`src/rtl/wb_regfile.sv`:
```
// Write-back stage and integer register file: selects the ALU or load result,
// commits it to the register file, and serves two ID read ports with same-cycle bypass.
module wb_regfile #(
    parameter int XLEN  = 32,
    parameter int NREG  = 32,
    parameter int AW    = 5,
    parameter int CNT_W = 32
) (
    input  logic             clk,
    input  logic             rst,
    input  logic             wb_aluOut_WB_memOut,
    input  logic             wb_writeReg,
    input  logic [XLEN-1:0]  wb_outMem,
    input  logic [XLEN-1:0]  wb_outAlu,
    input  logic [AW-1:0]    wb_rd,
    input  logic [AW-1:0]    id_rs1,
    input  logic [AW-1:0]    id_rs2,
    output logic [XLEN-1:0]  id_rdata1,
    output logic [XLEN-1:0]  id_rdata2,
    output logic [XLEN-1:0]  wb_data,
    output logic             wb_we_eff,
    output logic [CNT_W-1:0] wr_count,
    output logic [AW-1:0]    last_wr_rd,
    output logic [XLEN-1:0]  last_wr_data
);

    logic [XLEN-1:0]  r_regs [NREG];
    logic [CNT_W-1:0] r_wr_count;
    logic [AW-1:0]    r_last_wr_rd;
    logic [XLEN-1:0]  r_last_wr_data;

    logic [XLEN-1:0]  w_wb_data;
    logic             w_rd_in_range;
    logic             w_we_eff;
    logic [AW-1:0]    w_rs    [2];
    logic [XLEN-1:0]  w_rdata [2];

    assign w_wb_data     = wb_aluOut_WB_memOut ? wb_outMem : wb_outAlu;
    assign w_rd_in_range = (32'(wb_rd) < NREG);
    // Gating with rst keeps both the commit and the bypass quiet during reset.
    assign w_we_eff      = wb_writeReg && (wb_rd != '0) && w_rd_in_range && !rst;

    always_ff @(posedge clk or posedge rst) begin
        if (rst) begin
            for (int i = 0; i < NREG; i++) begin
                r_regs[i] <= '0;
            end
            r_wr_count     <= '0;
            r_last_wr_rd   <= '0;
            r_last_wr_data <= '0;
        end else if (w_we_eff) begin
            r_regs[wb_rd]  <= w_wb_data;
            r_wr_count     <= r_wr_count + 1'b1;
            r_last_wr_rd   <= wb_rd;
            r_last_wr_data <= w_wb_data;
        end
    end

    assign w_rs[0] = id_rs1;
    assign w_rs[1] = id_rs2;

    // Both read ports share one priority: x0 / out-of-range, then bypass, then array.
    for (genvar p = 0; p < 2; p++) begin : g_rd_port
        always_comb begin
            w_rdata[p] = '0;
            if (w_rs[p] == '0 || 32'(w_rs[p]) >= NREG) begin
                w_rdata[p] = '0;
            end else if (w_we_eff && w_rs[p] == wb_rd) begin
                w_rdata[p] = w_wb_data;
            end else begin
                w_rdata[p] = r_regs[w_rs[p]];
            end
        end
    end

    assign id_rdata1    = w_rdata[0];
    assign id_rdata2    = w_rdata[1];
    assign wb_data      = w_wb_data;
    assign wb_we_eff    = w_we_eff;
    assign wr_count     = r_wr_count;
    assign last_wr_rd   = r_last_wr_rd;
    assign last_wr_data = r_last_wr_data;

endmodule
```
`config.mk`:
```
export PLATFORM = sky130hd
export DESIGN_NAME = wb_regfile
export DESIGN_NICKNAME = d
export VERILOG_FILES = /design/src/rtl/wb_regfile.sv
export SDC_FILE = /design/constraint.sdc
export NUM_CORES = 2
export LEC_CHECK = 0
export BUFFER_PORTS_ARGS = -buffer_cell sky130_fd_sc_hd__buf_2
export CORE_ASPECT_RATIO = 0.9
export CORE_MARGIN = 4
export CORE_UTILIZATION = 55
export CTS_BUF_LIST = sky130_fd_sc_hd__clkbuf_16
export DETAILED_ROUTE_END_ITERATION = 16
export GPL_TIMING_DRIVEN = 0
export PLACE_DENSITY = 0.72
export SYNTH_ARGS = -nofsm -noshare
export SYNTH_HDL_FRONTEND = slang
export SYNTH_SLANG_ARGS = --single-unit
```
`constraint.sdc`:
```
create_clock -name clk -period 41.5 [get_ports clk]
set_input_delay 2.075 -clock clk [delete_from_list [all_inputs] [get_ports clk]]
set_output_delay 2.075 -clock clk [all_outputs]
set_load 0.05 [all_outputs]
```
==> flow_summary.json <==
{
  "drv_cap": 11,
  "use_met2": 0.665,
  "multi_input_area_um2": 27000,
  "worst_hold_slack_ns": 0.477,
  "globalRouteOverflowTotal": 0,
  "critPathLaunch": "id_rs1[4]",
  "whs_path_depth": 2,
  "die-area_um2": 109000,
  "finalHoldViolations": 0,
  "worst_pin_slew_ns": 1.63,
  "seqCellArea_um2": 27400,
  "fin_ws_ns": 33.06,
  "rows": 112,
  "synth_compound_area_frac": 0.167,
  "cp.arrival_ns": 6.36,
  "path_class": "in2out",
  "cts.path.max_buffers": 3,
  "insertion_delay_ns": 0.77,
  "numCtsBuffers": 114,
  "synth_xor_area_frac": 0.00627,
  "period_share": 0.203,
  "final_cell_mix": "1,093 x dfrtp_1, 753 x nand2_1, 549 x mux2i_1",
  "r2r_cells": 5,
  "cts.sinks": 1093,
  "crit_required_ns": 39.42,
  "die_h_um": 314,
  "top_usage_layer": "met2",
  "synth.avg_cell_area_um2": 9.97,
  "vias_per_cell": 7.20,
  "syn_area_um2": 57300,
  "drc_errors": 0,
  "min_period_ns": 8.44,
  "cts_resized": 0,
  "drive_above_1_share": 0.163,
  "grt_max_degree": 134,
  "drtIter0Drc": 9554,
  "use_met3": 0.248,
  "pre_cts_ws_ns": 33.57,
  "finalMaxSlewViolations": 63,
  "initial_core_util": 0.553,
  "worstHoldStart": "last_wr_data[0]$_DFFE_PP0P_",
  "endpoint_kind": "output port",
  "grt_use_met1": 0.636,
  "fin_worst_skew_ns": 0.00489,
  "r2r-end": "wr_count[26]$_DFFE_PP0P_",
  "clock-root-buffer": "clkbuf_16",
  "ios": 249,
  "hp-class": "reg2reg",
  "tritoncts": "done",
  "synthAdderAreaFrac": 0.000218,
  "setup_violations": 0,
  "post_cts_buffers": 0,
  "synth-seq-cells": 1093,
  "hold_path_end": "last_wr_data[0]$_DFFE_PP0P_",
  "grt_setup_unrepaired": "false",
  "num-fill-cells": 8876,
  "h-tree-depth": 3,
  "drtAntennaViolNets": 0,
  "port_buffers": 241,
  "post-route-util": 0.622,
  "layout.cells.most_common": "dfrtp_1",
  "power.density_nw_per_um2": 48.7,
  "gp_congestion": 1.07,
  "synth_edf_count": 0,
  "peakVddDrop_uv": 37.6,
  "grt_pass1_wl_mm": 391,
  "ctsHoldBuffers": 0,
  "r2r_start": "wr_count[8]$_DFFE_PP0P_",
  "antenna_found_initial": 16,
  "yosys.area_share.simple": 0.109,
  "async_reset_ff_frac": 1.00,
  "wl_mm": 285,
  "synth_warnings": 0,
  "start_kind": "primary input",
  "violations": "capacitance limit, slew limit",
  "synthMuxAreaShare": 0.188,
  "first_pass_iters": 10,
  "wl_per_cell_um": 37.4,
  "tns_ns": 0,
  "status": "finished with violations",
  "placed_cells": 7378,
  "fin_cells": 7617,
  "core_area_um2": 104000,
  "ff2ff_setup_slack_ns": 39.36,
  "worst_slew_margin_rel": -0.0884,
  "crit_fanout": 10,
  "nNetsFinal": 6212,
  "synth_top_family_by_area": "multiplexers",
  "fmax_mhz": 119,
  "ys_seq_area_frac": 0.477,
  "syn_inst": 5747,
  "synth_ff_type": "dfrtp_1",
  "die_width_um": 348,
  "first_global_vias": 51400,
  "hpwl_mm": 206,
  "p_leak_nw": 29.5,
  "area_growth_syn_to_layout_pct": 12.4,
  "clk_pin_slew_worst_paths_ns": 0.06,
  "synth_cell_type_count": 64,
  "synth_fp_nets": 5831,
  "track_usage": 0.511,
  "vias": 54900
}
## layout make-up
type                       count  share of cell area
inverter                      37             0.00227
clock buffer                 115              0.0447
antenna                       22            0.000855
tap                         1368              0.0266
buffer                       593              0.0444
sequential                  1093               0.425
clock inverter               100              0.0140
timing repair buffer         265              0.0241
multi-input combinational   4024               0.419
## registers in the layout, indices dropped and copies added, names as in the netlist
name	flops
r_regs	1024
last_wr_data	32
wr_count	32
last_wr_rd	5
## critical path: stages
cell	delay [ns]
buf_2	0.25
nor2b_1	0.80
clkbuf_1	0.89
clkbuf_1	1.04
a31oi_1	0.34
a21oi_1	0.55
buf_2	0.37
## report_power, final
part / internal [mW] / switching (mW)
clock network: 0.602 / 0.480
registers: 1.23 / 0.140
logic: 0.247 / 0.441
total: 2.08 / 1.06
## cells by family after synthesis
family / after synthesis
muxes: 836
buffers and inverters: 630
adders and majority gates: 1
AOI/OAI and AO/OA: 1673
xor gates and xnor gates: 41
and+or+nand+nor: 1473
DFF: 1093
## synth_stat cells (all sizes together) (29+ instances only)
| cell | number | area (um^2) |
|---|---|---|
| clkbuf | 320 | 1210 |
| nand2 | 755 | 2840 |
| mux2i | 549 | 5500 |
| dfrtp | 1093 | 27400 |
| mux4 | 183 | 4120 |
| o22ai | 44 | 275 |
| and3 | 44 | 275 |
| nor2 | 463 | 1770 |
| a211oi | 68 | 510 |
| inv | 37 | 139 |
| o21ai | 702 | 3510 |
| a22oi | 191 | 1430 |
| nand3 | 38 | 190 |
| a21oi | 531 | 2660 |
| mux2 | 104 | 1170 |
| a2111oi | 48 | 423 |
| buf | 273 | 1640 |
| xnor2 | 30 | 263 |
| nor2b | 72 | 450 |
| a31oi | 29 | 181 |
## routing by layer
metal	wire length, um	share of wire	vias to the layer above
met5	282	0.00099	-
li1	-	-	21400
met4	30300	0.11	10
met2	109000	0.38	5128
met3	46500	0.16	1316
met1	98800	0.35	27000
## how the worst max path moves through the flow
stage	endpoint	slack, ns
floorplan	last_wr_data[0]$_DFFE_PP0P_	8.65
global placement	r_regs[410]$_DFFE_PP0P_	-3.93
detailed placement	id_rdata1[10]	33.57
CTS	id_rdata1[10]	33.56
global route	id_rdata2[31]	33.43
finish	id_rdata1[10]	33.06
## through the flow
step           cell area, um^2  power [mW]
4_1_cts                  64300        3.09
3_5_place_dp             60600        2.04
3_3_place_gp             60200        2.01
2_1_floorplan            57300        1.80
6_report                 64400        3.14
5_1_grt                  64400        3.22
(Power assumes the default switching activity.)
